`src/rtl/gDefine.sv`:
```
// Shared IO-interconnect types: data word, burst length and the read-arbiter FSM state.
package gDefine;

  localparam int DWIDTH = 32;

  typedef logic [DWIDTH-1:0] Word_t;
  typedef logic [11:0]       IoLen_t;

  typedef enum logic [1:0] {
    IDLE,
    ISSUE,
    BURST
  } IoArbState_t;

endpackage

```
`src/rtl/rr_pick.sv`:
```
// Combinational round-robin picker: first set bit of req searching upward from ptr, wrapping mod N.
module rr_pick #(
  parameter int N = 2
) (
  input  logic [N-1:0]         req,
  input  logic [$clog2(N)-1:0] ptr,
  output logic                 found,
  output logic [$clog2(N)-1:0] index
);

  localparam int IW = $clog2(N);

  always_comb begin
    int             j;
    logic [IW-1:0]  jj;
    // NOTE: every output gets a default before the loop, so no path leaves it unassigned and no latch is inferred.
    found = 1'b0;
    index = '0;
    j     = 0;
    jj    = '0;
    // Walk from the farthest offset back to ptr so the nearest request wins last.
    for (int i = N - 1; i >= 0; i--) begin
      j  = (int'(ptr) + i) % N;
      jj = j[IW-1:0];
      if (req[jj]) begin
        found = 1'b1;
        index = jj;
      end
    end
  end

endmodule

```
`src/rtl/io_rd_arbiter.sv`:
```
// Round-robin owner of the single IO read channel; one burst outstanding, beats steered to the owner.
// Optional burst watchdog enabled by defining IORD_ARB_TIMEOUT_EN.
module io_rd_arbiter
  import gDefine::*;
#(
  parameter int NUM_REQ        = 2,
  parameter int TIMEOUT_CYCLES = 1023
) (
  input  logic               clk,
  input  logic               rstn,
  input  logic [NUM_REQ-1:0] req_valid,
  input  Word_t              req_addr [NUM_REQ],
  input  IoLen_t             req_len  [NUM_REQ],
  output logic [NUM_REQ-1:0] req_ack,
  output logic [NUM_REQ-1:0] rsp_valid,
  output logic [NUM_REQ-1:0] rsp_eof,
  output Word_t              rsp_data,
  output logic               rd_req,
  output Word_t              rd_addr,
  output IoLen_t             rd_len,
  input  Word_t              rd_data,
  input  logic               rd_valid,
  input  logic               rd_eof,
  output logic               busy,
  output logic [NUM_REQ-1:0] timeout
);

  localparam int IW = $clog2(NUM_REQ);
  typedef logic [IW-1:0] idx_t;

  if (NUM_REQ < 2 || TIMEOUT_CYCLES < 1) begin : g_bad_cfg
    $error("io_rd_arbiter: NUM_REQ must be >= 2 and TIMEOUT_CYCLES >= 1");
  end

  IoArbState_t state;
  idx_t        owner;
  idx_t        rr_ptr;
  logic        pick_found;
  idx_t        pick_idx;
  logic        wd_fire;

  function automatic idx_t next_idx(input idx_t i);
    return (i == idx_t'(NUM_REQ - 1)) ? '0 : i + 1'b1;
  endfunction

  rr_pick #(.N(NUM_REQ)) u_pick (
    .req   (req_valid),
    .ptr   (rr_ptr),
    .found (pick_found),
    .index (pick_idx)
  );

`ifdef IORD_ARB_TIMEOUT_EN
  localparam int TO_W = ($clog2(TIMEOUT_CYCLES + 1) > 10) ? $clog2(TIMEOUT_CYCLES + 1) : 10;
  logic [TO_W-1:0] wd_cnt;

  // Held at zero outside BURST, so it is already clear on entry.
  always_ff @(posedge clk or negedge rstn) begin
    if (!rstn)                         wd_cnt <= '0;
    else if (state != BURST || rd_valid) wd_cnt <= '0;
    else                               wd_cnt <= wd_cnt + 1'b1;
  end

  assign wd_fire = (state == BURST) && !rd_valid && (wd_cnt == TO_W'(TIMEOUT_CYCLES - 1));
`else
  assign wd_fire = 1'b0;
`endif

  // NOTE: sequential state uses non-blocking assignments only, so every flop samples pre-edge values.
  always_ff @(posedge clk or negedge rstn) begin
    if (!rstn) begin
      state     <= IDLE;
      owner     <= '0;
      rr_ptr    <= '0;
      req_ack   <= '0;
      rsp_valid <= '0;
      rsp_eof   <= '0;
      rsp_data  <= '0;
      rd_req    <= 1'b0;
      rd_addr   <= '0;
      rd_len    <= '0;
      busy      <= 1'b0;
      timeout   <= '0;
    end else begin
      req_ack   <= '0;
      rd_req    <= 1'b0;
      rsp_valid <= '0;
      rsp_eof   <= '0;
      timeout   <= '0;
      unique case (state)
        IDLE: begin
          // Pulses are launched here so they are visible during the ISSUE cycle.
          if (pick_found) begin
            owner             <= pick_idx;
            rd_addr           <= req_addr[pick_idx];
            rd_len            <= req_len[pick_idx];
            req_ack[pick_idx] <= 1'b1;
            rd_req            <= (req_len[pick_idx] != '0);
            busy              <= 1'b1;
            state             <= ISSUE;
          end
        end
        ISSUE: begin
          if (rd_len != '0) begin
            state <= BURST;
          end else begin
            rr_ptr <= next_idx(owner);
            busy   <= 1'b0;
            state  <= IDLE;
          end
        end
        BURST: begin
          if (rd_valid) begin
            rsp_valid[owner] <= 1'b1;
            rsp_eof[owner]   <= rd_eof;
            rsp_data         <= rd_data;
            if (rd_eof) begin
              rr_ptr <= next_idx(owner);
              busy   <= 1'b0;
              state  <= IDLE;
            end
          end else if (wd_fire) begin
            timeout[owner] <= 1'b1;
            rr_ptr         <= next_idx(owner);
            busy           <= 1'b0;
            state          <= IDLE;
          end
        end
        default: begin
          busy  <= 1'b0;
          state <= IDLE;
        end
      endcase
    end
  end

endmodule
```
`config.mk`:
```
export PLATFORM = sky130hd
export DESIGN_NAME = io_rd_arbiter
export DESIGN_NICKNAME = d
export VERILOG_FILES = /design/src/rtl/gDefine.sv /design/src/rtl/rr_pick.sv /design/src/rtl/io_rd_arbiter.sv
export SDC_FILE = /design/constraint.sdc
export NUM_CORES = 1
export LEC_CHECK = 0
export CORE_MARGIN = 5
export CORE_UTILIZATION = 39
export CTS_CLUSTER_SIZE = 14
export DETAILED_ROUTE_END_ITERATION = 7
export PLACE_DENSITY = 0.81
export SYNTH_ARGS = -nofsm -noshare
export SYNTH_HDL_FRONTEND = slang
export SYNTH_HIERARCHICAL = 1
export SYNTH_SLANG_ARGS = --single-unit
```
`constraint.sdc`:
```
create_clock -name clk -period 1.84 [get_ports clk]
set_clock_uncertainty 0.15 [all_clocks]
set_input_delay 0.368 -clock clk [delete_from_list [all_inputs] [get_ports clk]]
set_output_delay 0.368 -clock clk [all_outputs]
set_load 0.02 [all_outputs]
```
## After elaboration in Yosys (flattened, before gate mapping)

Cells that the tools add are included.

| word-level totals | value |
|---|---|
| latch bits | 0 |
| memory bits (writable) | 0 |
| word-level logic and storage cells | 80 |
| memory bits (read-only) | 0 |
| bits in registers | 88 |
| memories | 0 |

| operators by class | value |
|---|---|
| reductions and logical operators | 11 |
| mux-type cells | 41 |
| equality and inequality tests | 6 |
| $mul | 0 |
| add/subtract/negate cells | 2 |
| bitwise operators | 2 |
| shifts and indexed selects | 0 |
| $lt $le $gt $ge | 7 |
| div/mod/pow operators | 0 |

Operators by type and width:

| cell | number |
|---|---|
| 2-to-1 mux 32 bit | 3 |
| 2-to-1 mux 12 bit | 3 |
| nonzero test 12 bit | 2 |
| 2-to-1 mux 1 bit | 20 |
| 2-to-1 mux 2 bit | 10 |
| less-than comparator 1 x 2 -> 1 bit, second input constant | 4 |
| inequality test 2 bit, second input constant | 4 |
| AND reduction 4 bit | 2 |
| one-hot mux 2 bit (3 select lines) | 1 |
| AND reduction 2 bit | 2 |
| one-hot mux 1 bit (3 select lines) | 1 |
| AND reduction 3 bit | 1 |
| adder 1 bit, second input constant | 2 |
| AND 2 bit | 1 |
| demux 1 bit (select 1 bit) | 2 |
| equality test 2 x 1 -> 1 bit, second input constant | 1 |
| equality test 2 bit, second input constant | 1 |
| >= comparator 1 bit, second input constant | 2 |
| >= comparator 2 bit, second input constant | 1 |
| logical AND 1 bit | 2 |
| zero test 2 bit | 1 |
| inverter 1 -> 2 bit | 1 |
| one-hot mux 1 bit (2 select lines) | 1 |
| nonzero test 2 bit | 1 |

## Depth between registers and ports, before layout

Gate-level depths: netlist (run 1).

| logic depth | value |
|---|---|
| word-level depth | 12 |
| mapped depth | 8 |
| gate-level depth less buffers | 5 |

## By module

The synthesis (run 1) kept the hierarchy.

By module, submodules not included:

| module | sequential area each (um2) | area each (um2) | cells an instance | instances |
|---|---|---|---|---|
| io_rd_arbiter | 2202.1 | 3751.1 | 380 | 1 |
| rr_pick | 0.0 | 17.5 | 3 | 1 |

## Worst setup path after synthesis (run 1)

OpenSTA, ideal clock, no wires.

| path | value |
|---|---|
| path kind | register -> register |
| from | register rd_len[6] |
| to | register rr_ptr |
| setup slack | 0.047 ns |
| data required time | 1.562 ns |
| clock period less this slack | 1.793 ns |
| cell stages (with the launch flop) | 4 |
| path buffers | 0 |
| data arrival time | 1.515 ns |
| path through | dfrtp_1 or4_4 o31ai_4 mux2_1 |

| between the ends | value |
|---|---|
| word-level cells in the longest chain between the ends | 3 |

RTL lines:

| element | line | RTL |
|---|---|---|
| start: declaration | io_rd_arbiter.sv:20 | `output IoLen_t rd_len,` |
| start signal: assignment | io_rd_arbiter.sv:96 | `rd_len <= req_len[pick_idx];` |
| nonzero test 12 bit | io_rd_arbiter.sv:104 | `if (rd_len != '0) begin` |
| inequality test 2 bit (no line) | n/a |  |
| AND reduction 4 bit (no line) | n/a |  |
| end signal: assignment | io_rd_arbiter.sv:107 | `rr_ptr <= next_idx(owner);` |
| end signal: assignment | io_rd_arbiter.sv:118 | `rr_ptr <= next_idx(owner);` |
| end signal: assignment | io_rd_arbiter.sv:124 | `rr_ptr <= next_idx(owner);` |
| end: declaration | io_rd_arbiter.sv:37 | `idx_t rr_ptr;` |

Every way passes these cells.
A chain may end at the register's enable or synchronous reset.

## Worst setup path in the final report (run 1)

Ends and elaborated chain as after synthesis.

==> impl_metrics.yaml, run 1 <==
global_routing:
  first_global_vias: 3679
  grt_overflow_total: 0
  grt_first_pass_wirelength_mm: 18.3
  antenna_found_initial: 0
  grt_max_degree: 89
  grt_use_total: 0.201
job:
  cap_viol_max_count: 0
final_layout:
  drive_above_1_share: 0.0743
  final_cell_mix: "nand2_1, clkdlybuf4s50_1, dfrtp_1"
  final_cells: 735
  final_common_cell: "nand2_1"
  syn_to_final_growth_pct: 67.0
  final_area_um2: 6290
  nets: 727
  antennaDiodeCount: 0
synth:
  synthSimpleGateAreaFrac: 0.180
  synthAdderAreaFrac: 0
  avgSynthCellArea_um2: 9.84
  synth_top_area_cell: "dfrtp_1"
  synth_compound_area_frac: 0.0790
  ys_top_cells_by_area: "dfrtp_1, nand2_1, mux2i_1"
  ys_seq_area_frac: 0.584
  ys.flop_type: "dfrtp_1"
  netlist_instances: 383
  ys_ff_latch: 88
  ys_types: 27
  synth_async_sr_flop_share: 1.00
  synth_edf_count: 0
  synth_top_family_by_area: "simple AND/OR/NAND/NOR gates"
  synthXorXnorAreaFrac: 0
  syn_area_um2: 3770
  synthDominantCellAreaShare: 0.584
  synth_mux_area_frac: 0.120
  ys.warnings.count: 6
clocking:
  cts_buffer_depth: 2
  insertion_delay_ns: 0.35
  cts_setup_buffers: 0
  cts-root-buf: "clkbuf_8"
  clock_sinks: 88
  htreeDepth: 3
  cts_buffers: 9
  clkSlewWorstSetupHoldPaths_ns: 0.10
  cts_tree: "built"
placement:
  dpl.hpwl_mm: 9.23
  place.gp.congestion: 0.781
  port_buffers: 209
  placed_cells: 718
  dpl-instance-area_um2: 6130
  place_ws_ns: -0.224
pwr:
  peakVddDrop_v: 0.000630
  power_mw: 9.17
  p_per_area_nw_per_um2: 1460
  p_leak_nw: 3.26
routing:
  drc_errors: 0
  routedLengthMet1_mm: 4.56
  drt_iter0_drc: 206
  wl_met3_mm: 1.33
  wire_per_inst_um: 16.1
  vias: 3487
  ant_nets: 0
  via_per_inst: 4.74
  highest_layer: "met4"
  wirelength_mm: 11.8
  wl_met2_mm: 5.68
  dr.pass1.iters: 4
sta:
  max_freq_mhz: 556
  setup_slack_ns: 0.0426
  finalWorstPathRequiredPeriod_ns: 1.80
  hold_viol_final: 0
  fin_tns_setup_ns: 0
  rsz0062_at_grt: "no"
  finalMaxSlewViolations: 0
  fin_crit_sh: 0.977
  setup_viol: 0
worst_setup_path:
  cp.arrival_ns: 1.89
  critPathKind: "reg -> reg"
  cp-end-kind: "flip-flop"
  cp-start-kind: "flip-flop"
  cp.required_ns: 1.93
  crit_fanout: 3
floorplan:
  die_y_um: 108
  dieArea_um2: 11700
  core_area_um2: 9330
  initial_utilization: 0.404
  die_w_um: 108
  row_count: 35
  ioPinCount: 212
hold_path:
  hold_class: "reg -> reg"
status:
  status: "complete, no violations"
-- path summary, 6_finish.rpt --
kind	start	end	slack [ns]	cells after the start
min in group asynchronous	rstn	rsp_data[27]	0.41	3
max in group asynchronous	rstn	rd_addr[8]	0.71	3
setup / recovery	rd_len[6]	rr_ptr	0.04	3
hold / removal	rsp_data[2]	rsp_data[2]	0.33	2
setup reg to reg	rd_len[6]	rr_ptr	0.04	3
hold reg to reg	rsp_data[2]	rsp_data[2]	0.33	2
-- registers in the layout, indices dropped and copies added, names as in the netlist --
register   cells
rd_addr       32
rsp_data      32
rd_len        12
req_ack        2
rsp_eof        2
rsp_valid      2
state          2
busy           1
owner          1
rd_req         1
rr_ptr         1
-- layout make-up --
type / instances / area, um2
Fill cell: 758 / 3030
Clock inverter: 7 / 53.8
Clock buffer: 9 / 124
Multi-Input combinational cell: 268 / 1470
Timing Repair Buffer: 231 / 2280
Sequential cell: 88 / 2200
Tap cell: 129 / 161
Inverter: 3 / 11.3
-- cells by family after synthesis --
family,count (synthesis)
mux,45
other cells,1
simple gates,167
buf+inv,28
compound gates,54
flops,88
-- Yosys cell counts (2+ instances only) --
master and instances:
dfrtp_1 88, nor2_1 6, inv_1 3, buf_4 4, a31oi_1 2, nand2_1 145
o21ai_0 46, a21o_1 2, clkbuf_1 10, buf_2 11, mux2i_1 44, nor4_1 7
-- worst max-delay path, cell delays in order (launching register included) --
cell and delay (ns):
dfrtp_1 0.43, or4_4 0.56, o31ai_4 0.24, mux2_4 0.32
-- through the flow --
stage	hold slack (ns)	utilization
floorplan	-0.0776	-
CTS	0.335	0.669
global placement	0.292	0.658
finish	0.327	0.675
detailed placement	0.300	0.658
global route	0.346	0.675
-- power breakdown --
group          switching [mW]  leakage [nW]  internal (mW)
clock network           0.721        0.0822          0.500
registers               0.501          1.10           2.82
logic                    2.70          2.09           1.92
-- per-layer routing --
metal,track usage,up-vias
met4,0.0739,0
li1,-,1696
met5,0,-
met2,0.337,177
met3,0.0830,18
met1,0.230,1596
-- what timing repair did --
item	CTS	global route
setup endpoints to repair	69	18
pin swaps	0	2
hold endpoints to repair	88	0
hold buffers	1	0
gates resized for setup	69	19
Note: power is estimated with default switching activity, not from simulation.
==> inputs of run 2 (changes only) <==
--- a/config.mk
+++ b/config.mk
@@ -10,6 +10,7 @@
 export CTS_CLUSTER_SIZE = 14
 export DETAILED_ROUTE_END_ITERATION = 7
 export PLACE_DENSITY = 0.81
+export RECOVER_POWER = 25
 export SYNTH_ARGS = -nofsm -noshare
 export SYNTH_HDL_FRONTEND = slang
 export SYNTH_HIERARCHICAL = 1
==> run 2 against run 1 <==
Against the previous run: first-iteration DRC count fell by 0.97%; largest power group unchanged; sequential share of layout area barely moved; register-to-register slack barely moved; cell count did not move; critical endpoint unchanged; total power barely moved.
==> impl_metrics.yaml, run 2 (synthesized netlist as in run 1, its figures left out) <==
status:
  status: "complete, no violations"
sta:
  fin_tns_setup_ns: 0
  setup_viol: 0
  whs_ns: 0.327
  fin_crit_sh: 0.977
  finalMaxSlewViolations: 0
  worst_slew_pin_slew_ns: 0.800
  rsz0062_at_grt: "no"
  max_freq_mhz: 556
  hold_viol_final: 0
  maxSlewHeadroom: 0.467
  finalWorstPathRequiredPeriod_ns: 1.80
  setup_slack_ns: 0.0426
routing:
  dr.pass1.iters: 4
  vias: 3476
  via_per_inst: 4.73
  wirelength_mm: 11.8
  drc_errors: 0
  ant_nets: 0
  wire_per_inst_um: 16.1
  drt_iter0_drc: 204
global_routing:
  grt_first_pass_wirelength_mm: 18.3
  gr-max-usage-layer: "met2"
  grt_overflow_total: 0
  grt_max_degree: 89
  grt_use_total: 0.201
  grtUsageMet1: 0.230
  antenna_found_initial: 0
  first_global_vias: 3679
  met3_usage: 0.0830
  grt_use_met2: 0.337
final_layout:
  final_cell_mix: "nand2_1, clkdlybuf4s50_1, dfrtp_1"
  reg_top3: "rd_addr (32), rsp_data (32), rd_len (12)"
  final_area_um2: 6290
  antennaDiodeCount: 0
  nets: 727
  final_common_cell: "nand2_1"
  syn_to_final_growth_pct: 66.8
  drive_above_1_share: 0.0743
clocking:
  clock_sinks: 88
  clkSlewWorstSetupHoldPaths_ns: 0.10
  cts_buffers: 9
  htreeDepth: 3
  insertion_delay_ns: 0.35
  cts_buffer_depth: 2
  cts_tree: "built"
  cts-root-buf: "clkbuf_8"
placement:
  place_ws_ns: -0.224
  dpl.hpwl_mm: 9.23
  dpl-instance-area_um2: 6130
  place.gp.congestion: 0.781
  port_buffers: 209
floorplan:
  dieArea_um2: 11700
  ioPinCount: 212
  die_w_um: 108
  row_count: 35
  die_y_um: 108
  core_area_um2: 9330
  initial_utilization: 0.404
job:
  cap_viol_max_count: 0
pwr:
  p_int_mw: 5.25
  power_frac_clock: 0.133
  combPwrFrac: 0.504
  peakVddDrop_v: 0.000630
  switchingPower_mw: 3.92
  p_per_area_nw_per_um2: 1460
  p_sw_frac: 0.428
  power_mw: 9.16
  p_leak_nw: 3.26
  power_frac_seq: 0.363
worst_setup_path:
  crit_fanout: 3
  cp.required_ns: 1.93
  cp.arrival_ns: 1.89
  cp-end-kind: "flip-flop"
  cp-start-kind: "flip-flop"
  worst_r2r_path_depth: 3
  critPathKind: "reg -> reg"
hold_path:
  whs_path_depth: 2
  hold_class: "reg -> reg"
run 2: cell types whose count changed in the layout (fill, tap and decap cells not counted), sizes merged:
| cell | delta |
|---|---|
| buf | -1 |
| clkbuf | +1 |
run 2: cell type report:
class,instances,area (um2)
Fill cell,760,3040
Timing Repair Buffer,231,2270
Sequential cell,88,2200
Multi-Input combinational cell,268,1470
Tap cell,129,161
Clock buffer,9,124
Clock inverter,7,53.8
Inverter,3,11.3
run 2: what timing repair did:
action,CTS,global route
hold buffers,1,0
setup buffers,0,0
resized for setup,69,19
hold endpoints to repair,88,0
pin swaps,0,2
endpoints found under the setup margin,69,18
run 2: worst paths after layout:
check,endpoint,slack (ns),start
setup / recovery,rr_ptr,0.04,rd_len[6]
hold / removal,rsp_data[2],0.33,rsp_data[2]
setup reg to reg,rr_ptr,0.04,rd_len[6]
hold reg to reg,rsp_data[2],0.33,rsp_data[2]
max in group asynchronous,rd_addr[8],0.39,rstn
min in group asynchronous,rsp_data[27],0.56,rstn
run 2: power groups by stage:
stage	Clock [mW]	Combinational, mW	Sequential, mW
CTS	1.26	4.70	3.34
global placement	0	5.08	3.35
detailed placement	0	5.19	3.39
global route	1.35	5.01	3.46
finish	1.22	4.62	3.33
floorplan	0	1.42	4.38
run 2: through the flow:
step | utilization | cells
after floorplan | - | 384
after global placement | 0.658 | 718
after detailed placement | 0.658 | 718
after CTS | 0.669 | 735
after global routing | 0.674 | 735
final | 0.674 | 735
run 2: critical path, stage by stage, from the launching register on:
cell and delay, ns:
dfrtp_1 0.43, or4_4 0.56, o31ai_4 0.24, mux2_4 0.32
run 2: metal layers:
layer	up-vias	share of wire
li1	1696	-
met1	1583	0.39
met2	179	0.48
met3	18	0.11
met4	0	0.023
met5	-	0
==> inputs of run 3 (changes only) <==
--- a/config.mk
+++ b/config.mk
@@ -9,8 +9,9 @@
 export CORE_UTILIZATION = 39
 export CTS_CLUSTER_SIZE = 14
 export DETAILED_ROUTE_END_ITERATION = 7
-export PLACE_DENSITY = 0.81
+export PLACE_DENSITY = 0.88
 export RECOVER_POWER = 25
+export SETUP_SLACK_MARGIN = 0.5
 export SYNTH_ARGS = -nofsm -noshare
 export SYNTH_HDL_FRONTEND = slang
 export SYNTH_HIERARCHICAL = 1
==> run 3 against run 2 <==
Against the previous run: routed wire length rose by 20%; combinational power rose by 46%; sequential cell count did not move; critical path depth did not move; cell count rose by 6.5%; cell area rose by 16%; utilization rose by 11 points; maximum frequency rose by 2.9%; sequential share of layout area fell by 4.8 points; sequential power rose by 9.9%; worst hold slack improved by 0.031 ns; via count rose by 12%; critical endpoint unchanged; highest routed layer is now met5.
==> impl_metrics.yaml, run 3 (synthesized netlist as in run 1, its figures left out) <==
sta:
  setup_viol: 0
  fin_crit_sh: 0.950
  worst_slew_pin_slew_ns: 0.725
  rsz0062_at_grt: "yes"
  hold_viol_final: 0
  whs_ns: 0.358
  max_freq_mhz: 572
  fin_tns_setup_ns: 0
  finalMaxSlewViolations: 0
  finalWorstPathRequiredPeriod_ns: 1.75
  maxSlewHeadroom: 0.517
placement:
  place.gp.congestion: 0.903
  port_buffers: 209
  placed_cells: 712
  dpl.hpwl_mm: 9.06
  dpl-instance-area_um2: 6140
worst_setup_path:
  critPathKind: "reg -> reg"
  critical_path.cell_chain: "or4_4, o31ai_4, mux2_4"
  crit_fanout: 2
  crit_family: "simple AND/OR/NAND/NOR gates"
  cp.required_ns: 1.92
  cp-end-kind: "flip-flop"
  slowest_stage: "or4_4"
  slowest_delay_ns: 0.53
  cp-start-kind: "flip-flop"
  cp.arrival_ns: 1.83
  critical_path_buf_inv_count: 0
final_layout:
  reg_top3: "rd_addr (32), rsp_data (32), rd_len (12)"
  syn_to_final_growth_pct: 94.1
  final_cells: 783
  final_cell_mix: "clkdlybuf4s50_1, nand2_1, buf_6"
  antennaDiodeCount: 0
  final_area_um2: 7310
  num-fill-cells: 579
  final_common_cell: "clkdlybuf4s50_1"
  drive_above_1_share: 0.347
  nets: 775
floorplan:
  dieArea_um2: 11700
  die_w_um: 108
  core_area_um2: 9330
  ioPinCount: 212
  row_count: 35
  die_y_um: 108
  initial_utilization: 0.404
pwr:
  p_leak_nw: 3.47
  peakVddDrop_v: 0.000717
  p_per_area_nw_per_um2: 1610
  power_mw: 11.7
routing:
  vias: 3903
  drc_errors: 0
  wire_per_inst_um: 18.2
  ant_nets: 0
  dr.pass1.iters: 4
  drt_iter0_drc: 248
  wirelength_mm: 14.2
  via_per_inst: 4.98
clocking:
  htreeDepth: 3
  cts_buffers: 9
  clkSlewWorstSetupHoldPaths_ns: 0.09
  cts_buffer_depth: 2
  insertion_delay_ns: 0.34
  cts-root-buf: "clkbuf_8"
  clock_sinks: 88
  cts_tree: "built"
global_routing:
  antenna_found_initial: 1
  first_global_vias: 3862
  grt_use_total: 0.210
  grt_first_pass_wirelength_mm: 19.0
  grt_overflow_total: 0
  grt_max_degree: 42
job:
  cap_viol_max_count: 0
status:
  status: "complete, no violations"
hold_path:
  hold_class: "reg -> reg"
## run 3: layout make-up
cell class,instances,area (um2),area share
sequential,88,2210,0.303
inverter,3,11.3,0.00154
multi-input combinational,268,1680,0.229
timing repair buffer,279,3050,0.417
tap,129,161,0.0221
clock buffer,10,138,0.0188
clock inverter,6,66.3,0.00907
## run 3: path summary, 6_finish.rpt
path,from,to,slack [ns],cells after the start
worst max register to register,rd_len[6],rr_ptr,0.09,3
min in group asynchronous,rstn,owner,0.49,2
worst max-delay path,rd_len[6],rr_ptr,0.09,3
max in group asynchronous,rstn,rsp_data[7],0.42,3
worst min register to register,rd_addr[22],rd_addr[22],0.36,2
worst min-delay path,rd_addr[22],rd_addr[22],0.36,2
## run 3: per-layer routing
layer,part of all wire,GRT usage,vias to the layer above
met5,0.00077,0,-
met4,0.029,0.0830,2
met3,0.12,0.0890,42
met2,0.49,0.344,223
met1,0.36,0.244,1833
li1,-,-,1803
## run 3: stage by stage
step	setup WS (ns)	utilization
after floorplan	0.0777	-
after global routing	0.0245	0.784
after global placement	-0.235	0.658
final	0.0928	0.784
after detailed placement	-0.260	0.658
after CTS	0.0801	0.722
## run 3: report_power, final
group | total [mW] | internal, mW | switching, mW
registers | 3.66 | 2.85 | 0.808
logic | 6.73 | 3.50 | 3.22
clock network | 1.36 | 0.673 | 0.691
## run 3: repair_timing
| item | in CTS | in global routing |
|---|---|---|
| gates resized for setup | 523 | 90 |
| setup buffers | 18 | 25 |
| hold endpoints to repair | 23 | 0 |
| hold buffers | 1 | 0 |
| setup endpoints to repair | 151 | 169 |
| gates cloned | 4 | 7 |
| pin swaps | 6 | 24 |
## run 3: worst min-delay path: stages, from the launching register on
cell and delay [ns]:
dfrtp_1 0.36, nand2_1 0.05, o21ai_1 0.06
